$ cat src/rtl/pipe_stage_buf.sv
// Handshaked two-entry skid buffer between the fetch and decode stages.
// Carries PC/instruction pairs in FIFO order, with flush and a saturating stall counter.
module pipe_stage_buf #(
  parameter int unsigned               PC_W    = 32,
  parameter int unsigned               INS_W   = 32,
  parameter logic [INS_W-1:0]          NOP_INS = INS_W'(0),
  parameter int unsigned               CNT_W   = 16
) (
  input  logic             clk,
  input  logic             rst_n,
  input  logic             flush,
  input  logic             in_valid,
  output logic             in_ready,
  input  logic [PC_W-1:0]  in_pc,
  input  logic [INS_W-1:0] in_ins,
  output logic             out_valid,
  input  logic             out_ready,
  output logic [PC_W-1:0]  out_pc,
  output logic [INS_W-1:0] out_ins,
  output logic [CNT_W-1:0] stall_cnt
);

  typedef enum logic [1:0] {
    EMPTY = 2'd0,
    ONE   = 2'd1,
    FULL  = 2'd2
  } state_t;

  state_t           state;
  logic [PC_W-1:0]  main_pc;
  logic [INS_W-1:0] main_ins;
  logic [PC_W-1:0]  skid_pc;
  logic [INS_W-1:0] skid_ins;
  logic             accept;
  logic             pop;

  // Handshake flags depend only on the registered occupancy, never on out_ready.
  assign in_ready  = (state != FULL);
  assign out_valid = (state != EMPTY);
  assign accept    = in_valid & in_ready;
  assign pop       = out_valid & out_ready;

  assign out_pc    = out_valid ? main_pc  : PC_W'(0);
  assign out_ins   = out_valid ? main_ins : NOP_INS;

  // Occupancy and storage; flush only resets occupancy, data may stay stale.
  always_ff @(posedge clk or negedge rst_n) begin
    if (!rst_n) begin
      state    <= EMPTY;
      main_pc  <= PC_W'(0);
      main_ins <= INS_W'(0);
      skid_pc  <= PC_W'(0);
      skid_ins <= INS_W'(0);
    end else if (flush) begin
      state <= EMPTY;
    end else begin
      unique case (state)
        EMPTY: begin
          if (accept) begin
            main_pc  <= in_pc;
            main_ins <= in_ins;
            state    <= ONE;
          end
        end
        ONE: begin
          if (accept && pop) begin
            main_pc  <= in_pc;
            main_ins <= in_ins;
          end else if (accept) begin
            skid_pc  <= in_pc;
            skid_ins <= in_ins;
            state    <= FULL;
          end else if (pop) begin
            state <= EMPTY;
          end
        end
        FULL: begin
          if (pop) begin
            main_pc  <= skid_pc;
            main_ins <= skid_ins;
            state    <= ONE;
          end
        end
        default: state <= EMPTY;
      endcase
    end
  end

  // Stall cycles seen by the downstream stage; sticks at all-ones.
  always_ff @(posedge clk or negedge rst_n) begin
    if (!rst_n) begin
      stall_cnt <= CNT_W'(0);
    end else if (out_valid && !out_ready && !flush && (stall_cnt != {CNT_W{1'b1}})) begin
      stall_cnt <= stall_cnt + CNT_W'(1);
    end
  end

endmodule
$ cat config.mk
export PLATFORM = sky130hd
export DESIGN_NAME = pipe_stage_buf
export DESIGN_NICKNAME = d
export VERILOG_FILES = /design/src/rtl/pipe_stage_buf.sv
export SDC_FILE = /design/constraint.sdc
export NUM_CORES = 1
export LEC_CHECK = 0
export ABC_AREA = 1
export BUFFER_PORTS_ARGS = -buffer_cell sky130_fd_sc_hd__buf_2
export CORE_MARGIN = 5
export CORE_UTILIZATION = 40
export CTS_BUF_LIST = sky130_fd_sc_hd__clkbuf_4 sky130_fd_sc_hd__clkbuf_8 sky130_fd_sc_hd__clkbuf_16
export DETAILED_ROUTE_END_ITERATION = 8
export GPL_ROUTABILITY_DRIVEN = 1
export HOLD_SLACK_MARGIN = 0.1
export PLACE_DENSITY = 0.66
export SETUP_SLACK_MARGIN = 0.3
export SYNTH_ARGS = -nofsm -noshare
export SYNTH_HDL_FRONTEND = slang
export SYNTH_SLANG_ARGS = --single-unit
$ cat constraint.sdc
create_clock -name clk -period 2.2 [get_ports clk]
set_clock_uncertainty 0.15 [all_clocks]
set_input_delay 0.11 -clock clk [delete_from_list [all_inputs] [get_ports clk]]
set_output_delay 0.11 -clock clk [all_outputs]
set_load 0.02 [all_outputs]
# Yosys cells after proc, flatten, opt, wreduce, memory -nomap -nowiden
# Cells that the tools add are included.
op_classes:
  addsub: 1
  mul: 0
  n_div: 0
  magnitude_cmp: 0
  eq_ne: 11
  shift: 0
  n_mux: 17
  n_bitwise: 4
  reduce_logical: 12
op_table:
  columns: ["op", "count"]
  rows:
  - ["$mux 32", 8]
  - ["$pmux 32 s3", 2]
  - ["$add 16x1->16 const B", 1]
  - ["$ne 16x16->1 const B", 1]
  - ["$mux 2", 6]
  - ["$ne 3x3->1 const B", 3]
  - ["$ne 2x2->1 const B", 4]
  - ["$reduce_and 4->1", 2]
  - ["$pmux 2 s3", 1]
  - ["$reduce_and 5->1", 1]
  - ["$logic_and 1x1->1", 4]
  - ["$ne 4x4->1 const B", 1]
  - ["$reduce_bool 3->1", 1]
  - ["$and 1x1->1", 2]
  - ["$eq 2x1->1 const B", 1]
  - ["$eq 2x2->1 const B", 1]
  - ["$logic_not 1->1", 2]
  - ["$logic_not 2->1", 1]
  - ["$not 1->1", 2]
  - ["$reduce_bool 2->1", 1]
word_totals:
  ff_bits: 146
  latch_bits: 0
  ramBits: 0
  mem_bits_ro: 0
  in_bits: 69
  out_inout_bits: 82
  wordCells: 51
  n_memories: 0

# Logic depth before layout (Yosys ltp)
# Gate-level depths: netlist of run 1.
logic_depth:
  depth_word: 7
  mapped_depth: 9
  ltp_nobuf: 8

# Worst setup path before layout of run 1
# Ideal clock, no wire load.
synth_path:
  path_type: "register to register"
  start: "reg stall_cnt[0]"
  end: "reg stall_cnt[9]"
  setup_time_ns: 0.118
  arrival_ns: 1.543
  required_ns: 1.932
  path_slack_ns: 0.389
  path_stages_with_launch: 10
  path_buffers: 1
  period_less_slack_ns: 1.811
  path_cell_list: "dfrtp_1 -> ha_1 -> inv_1 -> nor2_1 -> nand3_1 -> nand2_2 -> nand2_2 -> buf_6 -> nand2_1 -> o21ai_2"
synth_via:
  elab_chain_cells: 2
  elab_cells_between_ends: 3
  classes_between: "add/sub: 1; eq/ne: 1; reduce/logical: 1"
synth_rtl:
  columns: ["item", "line", "source"]
  rows:
  - ["start: declaration", "20", "output logic [CNT_W-1:0] stall_cnt"]
  - ["start signal: assignment", "94", "stall_cnt <= stall_cnt + CNT_W'(1);"]
  - ["branches (longest 2 deep; another with $add 16x1->16)", null, null]
# Several ways; the timed one is not identified.
# A chain may end at the register's enable or synchronous reset.

# Worst setup path in the final report of run 1
layout_path:
  start: "reg state[1]"
  end: "out out_ins[23]"
layout_via:
  elab_chain_cells: 2
layout_rtl:
  columns: ["item", "line", "source"]
  rows:
  - ["start: declaration", "29", "state_t state;"]
  - ["start signal: assignment", "49", "state <= EMPTY;"]
  - ["start signal: assignment", "55", "state <= EMPTY;"]
  - ["start signal: assignment", "62", "state <= ONE;"]
  - ["$reduce_bool 2->1", "39", "assign out_valid = (state != EMPTY);"]
  - ["$mux 32", "44", "assign out_ins = out_valid ? main_ins : NOP_INS;"]
  - ["end: declaration", "19", "output logic [INS_W-1:0] out_ins,"]
# Every way passes these cells.

==> results of run 1 <==
placed cells by master, fill, tap and decap left out, types with 2 or more instances in the layout:
cell             n
nand2_1        210
buf_2          149
inv_1          144
dfrtp_1        143
nor2_1         127
o21ai_0        120
dlygate4sd3_1   69
a21oi_1         42
o21ai_1         34
clkbuf_16       19
nand3_1         17
buf_12           9
xor2_1           7
nand4_1          5
o21ai_2          5
buf_4            5
bufinv_16        4
inv_2            3
clkinv_2         3
clkinvlp_4       3
dfrtp_2          3
nand2_2          2
nand2_4          2
inv_6            2
per-layer routing:
metal	vias to the layer above	GRT usage (%)	wire, µm
met1	2871	23.0	8180
met5	-	0	0
met3	22	3.85	948
li1	3247	-	-
met2	152	28.0	8210
met4	0	5.60	252
where the power goes:
group	total, mW	internal, mW	switching (mW)
clock	3.05	1.92	1.13
combinational	2.07	0.787	1.28
sequential	3.67	3.36	0.310
cell usage after synthesis:
cell type / count
nand2_2: 3
a21oi_1: 43
nor2_2: 2
o21ai_0: 120
o31ai_1: 1
clkinv_1: 1
buf_4: 11
o21ai_2: 5
dfrtp_1: 146
ha_1: 1
inv_2: 3
xnor2_1: 1
inv_1: 144
nand3b_2: 1
nand3_1: 17
clkbuf_1: 7
nor3_1: 1
nand2_1: 211
buf_6: 6
nor2_1: 127
nand4_1: 5
o21ai_1: 34
o211ai_1: 1
xor2_1: 7
buf_2: 26
worst max-delay path, cell delays in order (launching register included):
cell	delay, ns
dfrtp_2	0.44
nor2_4	0.15
buf_12	0.14
clkbuf_16	0.21
nor2_1	0.06
buf_2	0.15
final cells by class:
class	instances	area [µm²]
well taps	225	282
multi-input cells	580	2590
inverters	148	556
flip-flops and latches	146	3660
fillers	1632	7930
repair buffers	235	1720
clock buffers	18	439
clock inverters	13	184
sequential cells by signal, indices dropped and copies added (netlist names):
| signal | flops |
|---|---|
| main_ins | 32 |
| state | 2 |
| skid_ins | 32 |
| skid_pc | 32 |
| main_pc | 32 |
| stall_cnt | 16 |
worst max-delay path by stage:
| stage | cells past startpoint | endpoint | slack, ns |
|---|---|---|---|
| after floorplan | 9 | stall_cnt[9] | 0.39 |
| after global placement | 8 | stall_cnt[9] | 0.36 |
| after detailed placement | 8 | stall_cnt[7] | 0.31 |
| after CTS | 4 | out_ins[31] | 0.27 |
| after global routing | 5 | out_ins[30] | 0.29 |
| final | 5 | out_ins[23] | 0.37 |
cell families after synthesis:
logic type                 Yosys count  synth area share, %
xor gates and xnor gates             8                0.990
buffers and inverters              198                 12.2
adders and majority gates            1                0.177
and+or+nand+nor                    367                 20.2
DFF                                146                 51.6
AOI/OAI and AO/OA                  204                 14.8
through the flow:
stage	setup WS, ns	util, %
final	0.365	54.3
after global routing	0.286	54.3
after detailed placement	0.306	46.1
after CTS	0.272	53.9
after floorplan	0.389	-
after global placement	0.359	46.1
timing repair:
item / in CTS / in global routing
setup buffers: 0 / 1
endpoints found under the hold margin: 277 / 0
pin swaps: 0 / 1
hold buffers: 69 / 0
cloned: 0 / 2
endpoints found under the setup margin: 57 / 73
gates resized for setup: 7 / 4
==> run_results.csv, run 1 <==
group,metric,value,unit
sta,finalCritPeriodShare,83.4,%
synthesis,synth_top_area_share,51.6,%
global_route,antenna_found_initial,0,
synthesis,ys_seq_area_share,51.6,%
floorplanning,die_w,143,µm
clock_tree,clock_sinks,146,
drt,routed-via-count,6292,
place,detailed_place_hpwl,10.9,mm
setup_path,cp_max_fo,27,
synthesis,yosysTopAreaCell,"dfrtp_1",
setup_path,arrival,1.57,ns
clock_tree,clk_latency,0.41,ns
setup_path,critical_path_class,"reg2out",
drt,final_antenna_net_count,0,
setup_path,r2r_slack,0.43,ns
power,powerDensity,933,nW/µm²
global_route,track_usage,17.2,%
power,irDropWorstVdd,547,µV
finish,syn_to_final_growth,33.2,%
place,dpl-instance-area,8000,µm²
synthesis,synth_seq_cells,146,
synthesis,synth_area,7080,µm²
synthesis,ys_top_cells_by_area,"dfrtp_1, nand2_1, o21ai_0",
global_route,overflow,0,
drt,first_pass_iters,5,
worst_hold_path,min_to,"skid_ins[0]",
drt,drc,0,
drt,wl_per_cell,12.9,µm
synthesis,synth_area_per_cell,7.66,µm²
clock_tree,cts_buffers,17,
drt,via_per_inst,4.61,
synthesis,synth_cell_type_count,25,
worst_hold_path,hp-class,"reg2reg",
finish,drive_above_1_share,19.0,%
status,status,"completed",
setup_path,r2r-end,"skid_pc[28]",
sta,setup_viol,0,
floorplanning,dieArea,20400,µm²
global_route,grt_pass1_vias,5912,
power,p_total,8.80,mW
global_route,grt_pass1_wl,28.4,mm
clock_tree,clockBufferDepth,2,
setup_path,cp-end-kind,"output port",
sta,rsz0062_at_grt,"false",
finish,nets,1198,
floorplanning,initial_utilization,40.8,%
setup_path,startpoint,"state[1]",
clock_tree,h-tree-depth,4,
power,p_leak,4.95,nW
sta,min_period,1.83,ns
drt,routed_wl,17.6,mm
sta,hold_ws,0.340,ns
sta,max_slew_margin,69.3,%
sta,hold_viol,0,
floorplanning,io_pins,151,
sta,tightest_slew,0.460,ns
place,portBuffers,150,
place,routabilityCongestion,0.855,
run,maxCapViolCount,0,
sta,tns,0,ns
finish,antenna_cells,0,
finish,finalInstanceArea,9420,µm²
setup_path,r2r_cells,7,
drt,drt_iter0_drc,354,
sta,drv_slew,0,
worst_hold_path,holdPathStages,2,
clock_tree,clkTransAtPathRegs,0.06,ns
synthesis,syn-num-nets,994,
setup_path,r2r_start,"state[1]",
worst_hold_path,worstHoldStart,"skid_ins[0]",
sta,clock.fmax,0.545,GHz
setup_path,cp.required,1.94,ns
clock_tree,cts_tree,"built",
floorplanning,core,17400,µm²
synthesis,netlist_instances,924,
setup_path,start_kind,"flip-flop",
global_route,grt_max_degree,91,
synthesis,yosys_warnings,0,
finish,instances_no_fill,1365,
floorplanning,core.rowCount,48,
clock_tree,cts_root_buf,"clkbuf_16",
floorplanning,die_h,143,µm
place,dp.cells,1262,
No activity file was read; power rests on OpenSTA's default activity.
==> run 2, diff against run 1 <==
--- a/config.mk
+++ b/config.mk
@@ -5,7 +5,7 @@
 export SDC_FILE = /design/constraint.sdc
 export NUM_CORES = 1
 export LEC_CHECK = 0
-export ABC_AREA = 1
+export ABC_AREA = 0
 export BUFFER_PORTS_ARGS = -buffer_cell sky130_fd_sc_hd__buf_2
 export CORE_MARGIN = 5
 export CORE_UTILIZATION = 40
==> constraint.sdc (replaced) <==
create_clock -name clk -period 1.74 [get_ports clk]
set_clock_uncertainty 0.15 [all_clocks]
set_input_delay 0.087 -clock clk [delete_from_list [all_inputs] [get_ports clk]]
set_output_delay 0.087 -clock clk [all_outputs]
set_load 0.02 [all_outputs]
==> run 2 against run 1 <==
Core utilization grew 9.4 points. Largest cell class unchanged. Worst hold slack lost 0.34 ns. Register-to-register slack lost 0.49 ns. Clock power grew 37%. Routed wire length grew 12%. First-iteration DRC count shrank 53%. Cell count shrank 22%. Sequential share of layout area shrank 3.8 points. Synthesized cell count shrank 39%. The flow now finishes with violations (negative setup slack).
==> run_results.csv, run 2 <==
group,metric,value,unit
power,intPower,8.26,mW
clock_tree,clkTransAtPathRegs,0.06,ns
drt,first_pass_iters,4,
global_route,grt_pass1_wl,30.5,mm
sta,max_slew_margin,71.1,%
status,status,"complete, but fails checks",
floorplanning,die_h,139,µm
drt,routed_wl,19.7,mm
place,detailed_place_hpwl,10.5,mm
clock_tree,clock_sinks,146,
setup_path,critPathMaxStageDelay,0.39,ns
sta,clock.fmax,0.522,GHz
synthesis,synth_edf_count,0,
drt,drc,0,
status,violations,"negative setup slack",
sta,setup_viol,112,
clock_tree,postCtsHoldBufs,69,
setup_path,cp.required,1.50,ns
place,dpl-instance-area,7930,µm²
finish,finalInstanceArea,10500,µm²
global_route,antenna_found_initial,1,
power,seq_power_share,40.6,%
place,routabilityCongestion,0.769,
run,maxCapViolCount,0,
floorplanning,core.rowCount,47,
floorplanning,core,16500,µm²
power,swShare,26.7,%
synthesis,syn-num-nets,635,
sta,hold_viol,0,
synthesis,netlist_instances,565,
setup_path,crit_chain,"or2_4 -> clkbuf_16 -> and2_4 -> buf_6",
floorplanning,io_pins,151,
global_route,track_usage,19.8,%
setup_path,r2r-end,"main_pc[5]",
clock_tree,clockBufferDepth,2,
power,comb_power_share,22.3,%
global_route,overflow,0,
finish,final_common_cell,"dfrtp_1",
worst_hold_path,hp-class,"in2async",
sta,rsz0062_at_grt,"true",
clock_tree,cts_tree,"built",
global_route,grt_pass1_vias,5717,
floorplanning,dieArea,19300,µm²
clock_tree,cts_buffers,17,
synthesis,yosys_warnings,0,
drt,drt_iter0_drc,168,
power,p_sw,3.01,mW
setup_path,r2r_start,"state[1]",
synthesis,netlist_top_cells_count,"dfrtp_1, nand2_1, mux2_2, mux2i_1, and2_1",
sta,min_period,1.91,ns
power,irDropWorstVdd,726,µV
global_route,grt_max_degree,54,
synthesis,synth_top_area_share,54.9,%
sta,finalCritPeriodShare,110,%
setup_path,r2r_cells,7,
floorplanning,initial_utilization,40.4,%
synthesis,synth_area_per_cell,11.8,µm²
sta,tns,-10.76,ns
finish,nFillCells,1231,
finish,nets,897,
drt,routed-via-count,5327,
sta,tightest_slew,0.433,ns
drt,final_antenna_net_count,0,
synthesis,synth_most_common_cell,"dfrtp_1",
setup_path,cp_max_fo,16,
power,p_leak,4.78,nW
setup_path,critical_path_class,"reg2out",
sta,drv_slew,0,
setup_path,cp-end-kind,"output port",
synthesis,yosysTopAreaCell,"dfrtp_1",
setup_path,r2r_slack,-0.06,ns
floorplanning,die_w,139,µm
synthesis,ys_top_cells_by_area,"dfrtp_1, mux2_2, mux2i_1",
synthesis,async_reset_ff_share,100,%
sta,fin_ws,-0.174,ns
place,portBuffers,150,
synthesis,synthFlopType,"dfrtp_1",
finish,syn_to_final_growth,57.4,%
finish,layout_common_cells,"dfrtp_1, buf_2, dlygate4sd3_1",
clock_tree,clk_latency,0.42,ns
drt,wl_per_cell,18.5,µm
setup_path,crit_slowest_cell,"dfrtp_1",
finish,utilization,63.7,%
drt,via_per_inst,5.02,
power,powerDensity,1070,nW/µm²
synthesis,synth_seq_cells,146,
synthesis,synth_cell_type_count,34,
power,pwr-share-clk,37.1,%
finish,drive_above_1_share,47.5,%
setup_path,start_kind,"flip-flop",
synthesis,synth_area,6660,µm²
synthesis,ys_seq_area_share,54.9,%
clock_tree,h-tree-depth,4,
setup_path,arrival,1.68,ns
clock_tree,cts_root_buf,"clkbuf_16",
## run 2: cell types whose count changed in the layout (fill, tap and decap cells not counted), moves of 16 or more
cell | before | now
buf_2 | 149 | 94
buf_4 | 5 | 22
and2_4 | 0 | 52
nand2_1 | 210 | 68
nor2_1 | 127 | 4
buf_16 | 0 | 16
o21ai_0 | 120 | 0
o21ai_1 | 34 | 59
a21oi_1 | 42 | 2
inv_1 | 144 | 1
mux2_2 | 0 | 64
buf_6 | 1 | 61
mux2i_1 | 0 | 63
## run 2: per-layer routing
metal	track usage (%)	vias up	routed length (µm)
met5	0	-	18
li1	-	2479	-
met1	25.0	2663	8390
met2	33.6	155	10100
met3	5.10	28	904
met4	6.39	2	240
## run 2: power groups by stage
stage / combinational, mW / clock (mW) / sequential, mW
floorplan: 1.30 / 0 / 4.56
global placement: 1.83 / 0 / 4.57
detailed placement: 1.92 / 0 / 4.61
CTS: 2.42 / 4.23 / 4.56
global route: 2.73 / 4.38 / 4.66
finish: 2.51 / 4.19 / 4.57
## run 2: worst max path at each step
stage                        startpoint            to  cells after the start
after floorplan           stall_cnt[11]  stall_cnt[3]                      6
after global placement         state[1]    out_pc[22]                      4
after detailed placement       state[1]    out_pc[22]                      4
after CTS                      state[0]   out_ins[31]                      4
after global routing           state[1]    out_ins[0]                      4
final                          state[1]   out_ins[16]                      4
## run 2: final cells by class
class / instances / area [µm²] / area share (%)
timing repair buffer: 278 / 2790 / 26.6
clock inverter: 14 / 235 / 2.24
tap: 220 / 275 / 2.62
inverter: 2 / 7.51 / 0.0716
multi-input combinational: 382 / 3070 / 29.3
antenna: 1 / 2.50 / 0.0239
clock buffer: 18 / 439 / 4.19
sequential: 146 / 3670 / 35.0
## run 2: stage by stage
step / hold WS [ns] / worst slack (ns) / instances / power (mW)
detailed placement: -0.111 / -0.0903 / 925 / 6.53
finish: 0.00315 / -0.174 / 1061 / 11.3
global route: 0.0460 / -0.199 / 1060 / 11.8
global placement: -0.119 / -0.0254 / 925 / 6.40
CTS: -0.00392 / -0.176 / 1051 / 11.2
floorplan: -0.359 / 0.0729 / 565 / 5.87
## run 2: logic make-up after synthesis
kind of cell / count (synthesis) / synth area share [%]
and+or+nand+nor: 166 / 12.8
xor gates and xnor gates: 15 / 1.97
AOI/OAI and AO/OA: 69 / 5.64
adders and majority gates: 1 / 0.188
buffers and inverters: 38 / 3.79
muxes: 130 / 20.8
DFF: 146 / 54.9
## run 2: critical path, delay by kind of cell (launching register included)
family	cells	cell delay, ns
buffers and inverters	2	0.34
DFF	1	0.39
and+or+nand+nor	2	0.52
## run 2: repair_timing
item	in CTS	in global routing
hold endpoints to repair	276	38
setup endpoints to repair	210	211
buffers inserted	11	5
gates resized for setup	137	35
pin swaps	13	10
cloned	14	4
==> run 3, diff against run 2 <==
--- a/config.mk
+++ b/config.mk
@@ -5,7 +5,7 @@
 export SDC_FILE = /design/constraint.sdc
 export NUM_CORES = 1
 export LEC_CHECK = 0
-export ABC_AREA = 0
+export ABC_AREA = 1
 export BUFFER_PORTS_ARGS = -buffer_cell sky130_fd_sc_hd__buf_2
 export CORE_MARGIN = 5
 export CORE_UTILIZATION = 40
==> run 3 against run 2 <==
The run still ends with negative setup slack left. Global-route usage rose by 2.0 points. Via count rose by 35%. Routed wire length rose by 24%. Combinational power rose by 48%. Cell area rose by 9.7%. Total power rose by 7.8%. Worst setup slack improved by 0.012 ns. Maximum frequency rose by 0.62%. Critical endpoint is now out_ins[2]. Die area rose by 5.8%. Core utilization rose by 2.6 points.
==> run_results.csv, run 3 (synthesis results as in run 1) <==
group,metric,value,unit
setup_path,startpoint,"state[1]",
clock_tree,clkTransAtPathRegs,0.07,ns
floorplanning,io_pins,151,
floorplanning,core.rowCount,48,
power,p_total,12.1,mW
setup_path,cp.required,1.50,ns
floorplanning,dieArea,20400,µm²
drt,routed-via-count,7166,
floorplanning,initial_utilization,40.8,%
sta,clock.fmax,0.526,GHz
sta,finalCritPeriodShare,109,%
setup_path,crit_family,"buffers and inverters",
global_route,grt_pass1_wl,35.0,mm
setup_path,r2r_slack,-0.11,ns
worst_hold_path,hp-class,"in2async",
setup_path,arrival,1.67,ns
global_route,grt_max_degree,52,
drt,final_antenna_net_count,0,
sta,min_period,1.90,ns
setup_path,crit_chain,"nor2_4 -> buf_6 -> buf_12 -> buf_12 -> buf_16 -> nor2_2 -> buf_6",
clock_tree,cts_tree,"built",
sta,rsz0062_at_grt,"true",
setup_path,critPathMaxStageDelay,0.41,ns
global_route,track_usage,21.8,%
power,p_sw,4.01,mW
drt,wl_per_cell,17.0,µm
finish,layout_common_cells,"nand2_1, inv_1, dfrtp_1",
power,irDropWorstVdd,733,µV
setup_path,start_kind,"flip-flop",
finish,final_common_cell,"nand2_1",
run,maxCapViolCount,0,
place,dp.cells,1268,
clock_tree,cts_root_buf,"clkbuf_16",
finish,drive_above_1_share,33.0,%
global_route,grt_pass1_vias,6786,
clock_tree,postCtsHoldBufs,68,
place,routabilityCongestion,0.827,
status,status,"complete, but fails checks",
floorplanning,die_h,143,µm
power,comb_power_share,30.6,%
sta,tns,-11.50,ns
sta,hold_viol,0,
clock_tree,clk_latency,0.42,ns
finish,regArea,3660,µm²
drt,via_per_inst,4.99,
setup_path,cp_max_fo,8,
power,powerDensity,1060,nW/µm²
setup_path,critical_path_class,"reg2out",
sta,hold_ws,0.00597,ns
clock_tree,h-tree-depth,4,
setup_path,r2r-end,"skid_pc[17]",
setup_path,crit_slowest_cell,"dfrtp_2",
drt,drt_iter0_drc,436,
finish,multi_input_area,3090,µm²
floorplanning,die_w,143,µm
setup_path,r2r_start,"state[0]",
power,seq_power_share,38.7,%
finish,nets,1267,
power,p_leak,5.73,nW
clock_tree,cts_buffers,17,
sta,setup_viol,200,
place,portBuffers,150,
global_route,antenna_found_initial,0,
finish,utilization,66.3,%
global_route,overflow,0,
power,pwr-share-clk,30.7,%
power,swShare,33.0,%
sta,drv_slew,0,
finish,nFillCells,1331,
finish,antenna_cells,0,
sta,max_slew_margin,70.0,%
finish,instances_no_fill,1435,
setup_path,path_buf_inv,5,
clock_tree,clock_sinks,146,
setup_path,r2r_cells,9,
drt,routed_wl,24.4,mm
finish,syn_to_final_growth,62.6,%
place,detailed_place_hpwl,11.1,mm
drt,first_pass_iters,5,
drt,drc,0,
power,intPower,8.14,mW
sta,fin_ws,-0.162,ns
sta,tightest_slew,0.451,ns
status,violations,"negative setup slack",
clock_tree,clockBufferDepth,2,
setup_path,cp-end-kind,"output port",
floorplanning,core,17400,µm²
-- run 3: changes by cell type in the layout (fill, tap and decap cells not counted), moves of 32 or more --
cell     change
and2_4      -52
buf_6       -32
inv_1      +141
mux2_2      -64
mux2i_1     -63
nand2_1    +122
nor2_1      +83
o21ai_0     +53
-- run 3: area by class of cell --
type                            instances  area share [%]
Clock buffer                           20            4.06
Clock inverter                         12            1.12
Inverter                              148            5.15
Multi-Input combinational cell        580            26.8
Sequential cell                       146            31.8
Tap cell                              225            2.45
Timing Repair Buffer                  304            28.6
-- run 3: worst max-delay path by stage --
| stage | cells after the start | slack [ns] | to |
|---|---|---|---|
| 2_1_floorplan | 9 | 0.15 | stall_cnt[10] |
| 3_3_place_gp | 6 | 0.13 | main_pc[31] |
| 3_5_place_dp | 5 | 0.09 | main_pc[16] |
| 4_1_cts | 7 | -0.1 | out_pc[28] |
| 5_1_grt | 9 | -0.20 | skid_pc[17] |
| 6_report | 7 | -0.16 | out_ins[2] |
-- run 3: timing repair --
item,CTS,global route
setup buffers,25,4
pin swaps,4,11
hold endpoints to repair,277,38
gates resized for setup,147,144
cloned,23,15
setup endpoints to repair,212,212
-- run 3: layer usage --
layer | vias up | part of all wire (%) | track usage, %
met5 | - | 0 | 0
met4 | 0 | 2.7 | 7.80
met1 | 3412 | 42 | 29.3
met3 | 60 | 6.2 | 4.15
met2 | 277 | 49 | 35.5
li1 | 3417 | - | -
-- run 3: metrics by stage --
stage | instance area (µm²) | setup slack [ns]
after floorplan | 7170 | 0.146
after global placement | 8110 | 0.128
after detailed placement | 8110 | 0.0912
after CTS | 10700 | -0.0998
after global routing | 11500 | -0.201
final | 11500 | -0.162
-- run 3: power by group through the flow --
stage	sequential (mW)	combinational, mW	clock [mW]
global route	4.79	4.05	3.96
finish	4.70	3.72	3.73
floorplan	4.76	1.64	0
detailed placement	4.72	2.51	0
CTS	4.66	3.25	3.76
global placement	4.69	2.45	0
